<file path="config.mk">
export PLATFORM = sky130hd
export DESIGN_NAME = dnn_layer_sequencer_flat
export DESIGN_NICKNAME = d
export VERILOG_FILES = /design/src/rtl/dnn_layer_sequencer_pkg.sv /design/src/rtl/dnn_layer_sequencer_if.sv /design/src/rtl/dnn_layer_sequencer_rom_addr_mux.sv /design/src/rtl/dnn_layer_sequencer.sv /design/src/flat_wrapper.sv
export SDC_FILE = /design/constraint.sdc
export NUM_CORES = 1
export LEC_CHECK = 0
export ABC_CLOCK_PERIOD_IN_PS = 2050
export BUFFER_PORTS_ARGS = -buffer_cell sky130_fd_sc_hd__buf_2
export CAP_MARGIN = 15
export CORE_MARGIN = 2
export CORE_UTILIZATION = 45
export DETAILED_ROUTE_END_ITERATION = 10
export GPL_ROUTABILITY_DRIVEN = 0
export PLACE_DENSITY = 0.87
export SLEW_MARGIN = 10
export SYNTH_ARGS = -nofsm -noshare
export SYNTH_HDL_FRONTEND = slang
export SYNTH_SLANG_ARGS = --single-unit
</file>
<file path="constraint.sdc">
create_clock -name clk -period 2.05 [get_ports clk]
set_clock_uncertainty 0.05 [all_clocks]
set_input_delay 0.1025 -clock clk [delete_from_list [all_inputs] [get_ports clk]]
set_output_delay 0.1025 -clock clk [all_outputs]
set_load 0.1 [all_outputs]
</file>
<file path="src/rtl/dnn_layer_sequencer_pkg.sv">
// rtl/dnn_layer_sequencer_pkg.sv - shared states, defaults and weight ROM layer bases
package dnn_seq_pkg;

    typedef enum logic [2:0] {
        IDLE   = 3'd0,
        SELECT = 3'd1,
        LAUNCH = 3'd2,
        RUN    = 3'd3,
        DONE   = 3'd4,
        ERROR  = 3'd5
    } seq_state_t;

    localparam int MAX_LAYERS     = 8;
    localparam int DEF_NUM_LAYERS = 3;
    localparam int DEF_N_IN       = 64;
    localparam int DEF_LADDR_W    = 12;
    localparam int DEF_ROM_ADDR_W = 12;
    localparam int ROM_DEPTH      = 4096;
    localparam int DEF_TIMEOUT    = 4095;
    localparam int BASE_W         = 16;

    // Weights plus bias packed back to back: 64x32+32, 32x16+16, 16x10+10.
    // Slots beyond the third layer point at the first free word.
    localparam logic [MAX_LAYERS-1:0][BASE_W-1:0] LAYER_BASE = {
        16'd2778, 16'd2778, 16'd2778, 16'd2778, 16'd2778,
        16'd2608, 16'd2080, 16'd0
    };

    function automatic int sel_width(input int n);
        return (n > 1) ? $clog2(n) : 1;
    endfunction

endpackage

</file>
<file path="src/rtl/dnn_layer_sequencer_if.sv">
// rtl/dnn_layer_sequencer_if.sv - host frame-in / result-out handshake bundle
interface dnn_layer_sequencer_if #(
    parameter int N_IN = 64
);
    logic            in_valid;
    logic            in_ready;
    logic [N_IN-1:0] in_data;
    logic            out_valid;
    logic            out_ready;

    modport master (
        output in_valid,
        output in_data,
        output out_ready,
        input  in_ready,
        input  out_valid
    );

    modport slave (
        input  in_valid,
        input  in_data,
        input  out_ready,
        output in_ready,
        output out_valid
    );
endinterface

</file>
<file path="src/rtl/dnn_layer_sequencer_rom_addr_mux.sv">
// rtl/dnn_layer_sequencer_rom_addr_mux.sv - selects active layer address and offsets it by its ROM base
module dnn_rom_addr_mux #(
    parameter int NUM_LAYERS = 3,
    parameter int LADDR_W    = 12,
    parameter int ROM_ADDR_W = 12,
    parameter int SEL_W      = 2
) (
    input  logic [SEL_W-1:0]                       sel,
    input  logic [NUM_LAYERS-1:0][LADDR_W-1:0]     layer_addr,
    input  logic [NUM_LAYERS-1:0][ROM_ADDR_W-1:0]  bases,
    output logic [ROM_ADDR_W-1:0]                  rom_addr
);

    // Loop mux so an out-of-range sel reads address zero instead of indexing past the array.
    always_comb begin
        rom_addr = '0;
        for (int i = 0; i < NUM_LAYERS; i++) begin
            if (sel == SEL_W'(i)) begin
                rom_addr = bases[i] + ROM_ADDR_W'(layer_addr[i]);
            end
        end
    end

endmodule

</file>
<file path="src/rtl/dnn_layer_sequencer.sv">
// rtl/dnn_layer_sequencer.sv - dense layer chain sequencer top; DNN_SEQ_PERF_EN adds perf_cycles counter
module dnn_layer_sequencer
    import dnn_seq_pkg::*;
#(
    parameter int NUM_LAYERS = DEF_NUM_LAYERS,
    parameter int N_IN       = DEF_N_IN,
    parameter int LADDR_W    = DEF_LADDR_W,
    parameter int ROM_ADDR_W = DEF_ROM_ADDR_W,
    parameter int TIMEOUT    = DEF_TIMEOUT
) (
    input  logic                               clk,
    input  logic                               rst_n,
    dnn_layer_sequencer_if.slave               host,
    output logic [N_IN-1:0]                    frame_out,
    output logic [NUM_LAYERS-1:0]              layer_start,
    input  logic [NUM_LAYERS-1:0]              layer_finish,
    input  logic [NUM_LAYERS-1:0][LADDR_W-1:0] layer_addr,
    output logic [ROM_ADDR_W-1:0]              rom_addr,
    output logic                               busy,
    output logic                               error
`ifdef DNN_SEQ_PERF_EN
    ,
    output logic [31:0]                        perf_cycles
`endif
);

    localparam int SEL_W  = sel_width(NUM_LAYERS);
    localparam int WDOG_W = $clog2(TIMEOUT + 1);

    seq_state_t                           state;
    seq_state_t                           next_state;
    logic [SEL_W-1:0]                     sel;
    logic [WDOG_W-1:0]                    wdog;
    logic                                 accept;
    logic                                 fin_sel;
    logic                                 last_sel;
    logic                                 wdog_expired;
    logic                                 in_ready_c;
    logic                                 out_valid_c;
    logic                                 busy_c;
    logic                                 error_c;
    logic [NUM_LAYERS-1:0]                start_c;
    logic [NUM_LAYERS-1:0][ROM_ADDR_W-1:0] bases;

    for (genvar g = 0; g < NUM_LAYERS; g++) begin : g_base
        assign bases[g] = ROM_ADDR_W'(LAYER_BASE[g]);
    end

    assign accept       = (state == IDLE) && host.in_valid;
    assign last_sel     = (sel == SEL_W'(NUM_LAYERS - 1));
    assign wdog_expired = (wdog == WDOG_W'(TIMEOUT));

    // Finish of the currently selected layer only; other layers' pulses are ignored.
    always_comb begin
        fin_sel = 1'b0;
        for (int i = 0; i < NUM_LAYERS; i++) begin
            if (sel == SEL_W'(i)) begin
                fin_sel = layer_finish[i];
            end
        end
    end

    // State register.
    always_ff @(posedge clk) begin
        if (!rst_n) begin
            state <= IDLE;
        end else begin
            state <= next_state;
        end
    end

    // Next-state and decoded outputs; a finish in the same cycle as expiry still advances.
    always_comb begin
        next_state  = state;
        in_ready_c  = 1'b0;
        out_valid_c = 1'b0;
        busy_c      = 1'b1;
        error_c     = 1'b0;
        start_c     = '0;
        case (state)
            IDLE: begin
                in_ready_c = 1'b1;
                busy_c     = 1'b0;
                if (host.in_valid) begin
                    next_state = SELECT;
                end
            end
            SELECT: begin
                next_state = LAUNCH;
            end
            LAUNCH: begin
                // Suppressed while reset is asserted so no start escapes in that cycle.
                if (rst_n) begin
                    start_c = NUM_LAYERS'(1) << sel;
                end
                next_state = RUN;
            end
            RUN: begin
                if (fin_sel) begin
                    next_state = last_sel ? DONE : SELECT;
                end else if (wdog_expired) begin
                    next_state = ERROR;
                end
            end
            DONE: begin
                out_valid_c = 1'b1;
                if (host.out_ready) begin
                    next_state = IDLE;
                end
            end
            ERROR: begin
                error_c = 1'b1;
            end
            default: begin
                next_state = IDLE;
            end
        endcase
    end

    assign host.in_ready  = in_ready_c;
    assign host.out_valid = out_valid_c;
    assign busy           = busy_c;
    assign error          = error_c;
    assign layer_start    = start_c;

    // Layer select: cleared while idle, stepped on each non-final finish so it changes on SELECT entry.
    always_ff @(posedge clk) begin
        if (!rst_n) begin
            sel <= '0;
        end else begin
            case (state)
                IDLE: sel <= '0;
                RUN: begin
                    if (fin_sel && !last_sel) begin
                        sel <= sel + SEL_W'(1);
                    end
                end
                default: ;
            endcase
        end
    end

    // Per-layer watchdog: zeroed at launch, counts every RUN cycle.
    always_ff @(posedge clk) begin
        if (!rst_n) begin
            wdog <= '0;
        end else if (state == LAUNCH) begin
            wdog <= '0;
        end else if (state == RUN) begin
            wdog <= wdog + WDOG_W'(1);
        end
    end

    // Input frame captured on accept and held for the whole chain.
    always_ff @(posedge clk) begin
        if (!rst_n) begin
            frame_out <= '0;
        end else if (accept) begin
            frame_out <= host.in_data;
        end
    end

    dnn_rom_addr_mux #(
        .NUM_LAYERS (NUM_LAYERS),
        .LADDR_W    (LADDR_W),
        .ROM_ADDR_W (ROM_ADDR_W),
        .SEL_W      (SEL_W)
    ) u_rom_addr_mux (
        .sel        (sel),
        .layer_addr (layer_addr),
        .bases      (bases),
        .rom_addr   (rom_addr)
    );

`ifdef DNN_SEQ_PERF_EN
    // Cycles from accept until DONE entry; frozen in DONE, restarted on the next accept.
    always_ff @(posedge clk) begin
        if (!rst_n) begin
            perf_cycles <= '0;
        end else if (accept) begin
            perf_cycles <= '0;
        end else if (state == SELECT || state == LAUNCH || state == RUN) begin
            perf_cycles <= perf_cycles + 32'd1;
        end
    end
`endif

endmodule

</file>
<file path="src/flat_wrapper.sv">
// flat-port wrapper written by rule: the top's interface ports become plain ports
module dnn_layer_sequencer_flat import dnn_seq_pkg::*;
#(
    parameter int NUM_LAYERS = DEF_NUM_LAYERS,
    parameter int N_IN       = DEF_N_IN,
    parameter int LADDR_W    = DEF_LADDR_W,
    parameter int ROM_ADDR_W = DEF_ROM_ADDR_W,
    parameter int TIMEOUT    = DEF_TIMEOUT
)
  (clk, rst_n, frame_out, layer_start, layer_finish, layer_addr, rom_addr, busy, error, host_in_valid, host_in_data, host_out_ready, host_in_ready, host_out_valid);
  dnn_layer_sequencer_if #(.N_IN(N_IN)) host_i ();
  input  logic clk;
  input  logic rst_n;
  output logic [N_IN-1:0] frame_out;
  output logic [NUM_LAYERS-1:0] layer_start;
  input  logic [NUM_LAYERS-1:0] layer_finish;
  input  logic [NUM_LAYERS-1:0][LADDR_W-1:0] layer_addr;
  output logic [ROM_ADDR_W-1:0] rom_addr;
  output logic busy;
  output logic error;
  input wire logic [$bits(host_i.in_valid)-1:0] host_in_valid;
  input wire logic [$bits(host_i.in_data)-1:0] host_in_data;
  input wire logic [$bits(host_i.out_ready)-1:0] host_out_ready;
  output wire logic [$bits(host_i.in_ready)-1:0] host_in_ready;
  output wire logic [$bits(host_i.out_valid)-1:0] host_out_valid;
  assign host_i.in_valid = host_in_valid;
  assign host_i.in_data = host_in_data;
  assign host_i.out_ready = host_out_ready;
  assign host_in_ready = host_i.in_ready;
  assign host_out_valid = host_i.out_valid;
  dnn_layer_sequencer #(.NUM_LAYERS(NUM_LAYERS), .N_IN(N_IN), .LADDR_W(LADDR_W), .ROM_ADDR_W(ROM_ADDR_W), .TIMEOUT(TIMEOUT)) u_core (.clk(clk), .rst_n(rst_n), .host(host_i), .frame_out(frame_out), .layer_start(layer_start), .layer_finish(layer_finish), .layer_addr(layer_addr), .rom_addr(rom_addr), .busy(busy), .error(error));
endmodule
</file>
---- After elaboration in Yosys (flattened, before gate mapping) ----
Index checks and enable logic that the tools add are counted.
cells by class
  shift operators ......................... 1
  $lt $le $gt $ge ......................... 0
  muxes and demuxes ....................... 20
  div/mod/pow operators ................... 0
  equal/unequal tests ..................... 12
  $add $sub $neg .......................... 4
  bitwise operators ....................... 2
  $mul .................................... 0
  reductions and logical operators ........ 9
operators with widths
  kind                                                                    number
  12-bit 2-to-1 mux                                                       3
  12-bit adder (first input constant)                                     2
  3-bit 2-to-1 mux                                                        7
  3-bit case mux with 6 select lines                                      1
  12-bit by 1-bit adder with 12-bit output (second input constant)        1
  12-bit equality test (second input constant)                            1
  1-bit 2-to-1 mux                                                        7
  3-bit by 2-bit equality test with 1-bit output (second input constant)  2
  3-bit equality test (second input constant)                             2
  2-bit != test (second input constant)                                   2
  2-bit case mux with 2 select lines                                      1
  4-bit AND reduction                                                     1
  3-bit by 1-bit equality test with 1-bit output (second input constant)  1
  3-bit zero test                                                         1
  3-bit by 1-bit != test with 1-bit output (second input constant)        1
  1-bit by 2-bit left shift with 3-bit output (first input constant)      1
  2-bit by 1-bit adder with 2-bit output (second input constant)          1
  2-bit by 1-bit equality test with 1-bit output (second input constant)  1
  2-bit equality test (second input constant)                             1
  1-bit logical AND                                                       2
  2-bit zero test                                                         1
  2-bit 2-to-1 mux                                                        1
  2-bit by 1-bit != test with 1-bit output (second input constant)        1
  1-bit NOT                                                               2
  other kinds (4)                                                         4
word-level totals
  output and inout bits ................... 83
  word-level logic and storage cells ...... 52
  memories kept ........................... 0
  bits in read-only memories .............. 0
  input port bits ......................... 107
  register bits after elaboration ......... 81
  RAM bits ................................ 0
  bits in latches ......................... 0

---- Longest topological paths before layout ----
  depth in word-level cells ............... 7
  gate-level depth with buffers ........... 7
  gate-level depth less buffers ........... 6

---- Modules after synthesis ----
From an unflattened synthesis, not the netlist that was laid out.
second synthesis, totals
  cells, all modules ...................... 632
  area total of the unflattened synthesis .. 5,161.2 um^2
by module, submodules not included
  module               times used  cells an instance  area each (um^2)  sequential area each (um^2)
  dnn_layer_sequencer  1           391                3,415.8           1,621.6
  dnn_rom_addr_mux     1           241                1,745.4           0.0

---- Least setup slack after synthesis ----
OpenSTA, ideal clock, no wires.
  kind .................................... reg2out
  start point ............................. reg u_core.sel[1]
  end point ............................... out rom_addr[0]
  slack ................................... -1.477 ns
  data arrival time ....................... 3.375 ns
  required time ........................... 1.898 ns
  buffers on the path ..................... 2
  cell stages (with the launch flop) ...... 8
  cells stage by stage .................... dfxtp_1 -> inv_1 -> ha_1 -> clkbuf_1 -> nor2b_1 -> clkbuf_1 -> a22oi_1 -> o21ai_0
between the ends
  longest elaborated chain between the ends .. 4
  elaborated cells between the ends (all ways) .. 6
  classes of those cells .................. 2 x eq/ne; 3 x mux; 1 x reduce/logical
ends and longest elaborated chain
  element                         RTL line                                source
  start, declared                 dnn_layer_sequencer.sv:32               logic [SEL_W-1:0] sel;
  start signal, assigned          dnn_layer_sequencer.sv:135              sel <= sel + SEL_W'(1);
  2-bit zero test                 dnn_layer_sequencer_rom_addr_mux.sv:18  if (sel == SEL_W'(i)) begin
  12-bit 2-to-1 mux (2 in a row)  dnn_layer_sequencer_rom_addr_mux.sv:18
  12-bit 2-to-1 mux (*)           dnn_layer_sequencer_rom_addr_mux.sv:18
  end, declared                   flat_wrapper.sv:18                      output logic [ROM_ADDR_W-1:0] rom_addr;
Every way passes the cells marked *; elsewhere a longest branch is shown, timed or not.

---- Worst setup path in the final report ----
  start point ............................. reg u_core.sel[0]
  end point ............................... out rom_addr[4]
Same word-level chain as after synthesis.

==> reports/metrics.cfg <==
[power]
cellPowerDensity_nw_per_um2=910.0
power.switching_uw=2444
irDropWorstVdd_mv=0.7014
pwr-share-seq_pct=34.1
combPwrFrac_pct=44.9
finalPower_uw=5316
p_int_uw=2872
clkPwrFrac_pct=21.0
p_leak_uw=0.002590
p_sw_share_pct=45.98

[timing]
setup_violations=0
slew_headroom_pct=65.33
maxSlewViolCount=0
rsz0062_at_grt=false
tightest_slew_ps=523.6
timing_hold_violations_final=0
period_needed_ps=1958
fin_crit_sh_pct=95.49
fin_ws_ps=92.48
max_freq_mhz=510.9
holdWs_ps=31.76

[floorplan]
design.die.area_um2=8582
coreArea_um2=7687
ios=190
die_w_um=92.64
rows=32
die_y_um=92.64
initial_core_util_pct=46.00

[clock_network]
cts_inserted_buffers=9
tritoncts=built
cts_max_path_buffers=2
htreeDepth=3
cts.sinks=81
cts_root_buffer=clkbuf_8
clock_latency_ps=340
clk_pin_slew_worst_paths_ps=80

[route]
routed_wl_mm=13.14
wl_per_cell_um=16.10
vias_per_cell=5.328
dr.first_iter.drc_count=351
drc=0
postRouteAntennaNets=0
vias=4348
drt_first_pass_iters=5

[worst_setup_path]
critical_path_class=reg2out
crit_path_end_kind=output pin
cp_data_required_time_ps=1900
r2r_slack_ps=290
r2r-end=u_core.wdog[10]
crit_arrival_ps=1810
cp-start-kind=flop
regToRegStartpoint=u_core.state[0]
cp_max_fo=6
reg2reg_depth=4

[logic_synthesis]
ys_top_cells_by_count=nand2_1, dfxtp_1, a21oi_1
synth_cell_type_count=39
syn-num-nets=576
syn_area_um2=3536
synth_area_leader_cell=dfxtp_1
yosysMostFrequentCell=nand2_1
syn-instance-count=463
synthTopCellsByArea=dfxtp_1, nand2_1, a21oi_1
ys_ff_latch=81
synthFlopType=dfxtp_1
ys_warn_count=0
synth_top_area_share_pct=45.86
avgSynthCellArea_um2=7.637
synth-seq-area-share_pct=45.86
ys_async_sr_fraction_pct=0
synth_edf_count=0

[worst_hold_path]
hold_end=u_core.state[0]
hold_class=in2reg
hold_start=rst_n
hold_path_depth=2

[grt]
grt_pass1_vias=4396
antenna_found_initial=1
overflow=0
grt_max_degree=65
grt_pass1_wl_mm=20.06
grt_usage_pct=29.27

[final_layout]
nets=822
multi_input_area_um2=1954
finalNonFillerCells=816
final_cell_area_um2=5842
nFillCells=496
seqCellArea_um2=1624
layout-drive-gt1-share_pct=34.92
area_delta_synth_final_pct=65.22

[placed_design]
pre_cts_ws_ps=228.8
dpl-instance-area_um2=4896
port-buffer-count=189
place_inst=731
dp_hpwl_mm=7.583

[outcome]
outcome=completed

[run]
maxCapViolations=0

## cell usage in the layout (no fill, tap or decap), drive strengths merged, types with 2 or more instances in the layout
cell	n
mux2i	3
nor4	3
a21oi	80
inv	13
nand2	151
a221oi	6
dlygate4sd3	64
a22oi	5
clkbuf	11
ha	6
and2	4
nand2b	2
nand4	3
nor2b	2
clkinvlp	3
nor2	15
or3	4
nand3	6
dfxtp	81
o21ai	12
nor3	6
xnor2	13
buf	200
o31ai	2
nand3b	3
xor2	3
## cells by family after synthesis
family	after synthesis	synth area share, %
AOI/OAI and AO/OA	111	17.37
muxes	4	1.168
xor gates and xnor gates	16	3.963
adders and majority gates	6	2.123
buffers and inverters	44	5.202
and+or+nand+nor	201	24.31
DFF	81	45.86
## routing by layer
metal	vias up	track usage, %	wire length (um)
li1	2028	-	-
met1	1988	30.94	4600
met2	275	51.95	6627
met3	57	8.218	1283
met4	0	16.91	624
met5	-	0	0
## power groups by stage
stage	Combinational (uW)	Clock, uW	Sequential, uW
CTS	2310	1120	1800
floorplan	935	0	2640
global placement	2180	0	1820
detailed placement	2210	0	1830
finish	2390	1110	1810
global route	2480	1200	1830
## per-stage QoR
step | util (%) | TNS, ps
after global placement | 63.69 | 0
after floorplan | - | -4842
after detailed placement | 63.69 | 0
after global routing | 75.99 | 0
final | 75.99 | 0
after CTS | 74.66 | -26.99
## registers in the layout, summed over array words and instances (netlist names)
name	flops
u_core.frame_out	64
u_core.wdog	12
u_core.state	3
u_core.sel	2
## worst max-delay path by stage
stage,cells past startpoint,to,slack [ps],startpoint
after floorplan,5,u_core.sel[0],-460,u_core.state[2]
after global placement,6,rom_addr[9],320,u_core.sel[1]
after detailed placement,6,rom_addr[9],230,u_core.sel[1]
after CTS,6,rom_addr[5],-8,u_core.sel[1]
after global routing,4,layer_start[0],0.2,u_core.state[1]
final,7,rom_addr[4],90,u_core.sel[0]
## layout make-up
cell class	count	share of cell area, %
diodes	1	0.04284
clock buffers	10	2.185
clock inverters	5	0.9852
repair buffers	265	32.51
inverters	13	0.8353
well taps	102	2.185
multi-input cells	339	33.45
flip-flops and latches	81	27.80
## critical path, cell delays in order (launching register included)
cell	delay [ps]
dfxtp_2	370
inv_2	80
ha_4	180
nor2b_4	160
buf_4	140
a221oi_2	310
a21oi_4	60
buf_12	170
## repair_timing
item,4_1_cts,5_1_grt
hold buffers,64,0
gates resized for setup,4,13
cloned,0,1
pin swaps,0,2
hold endpoints to repair,64,0
setup buffers,0,4
setup endpoints to repair,12,13
Power figures use the tool's default switching activity.
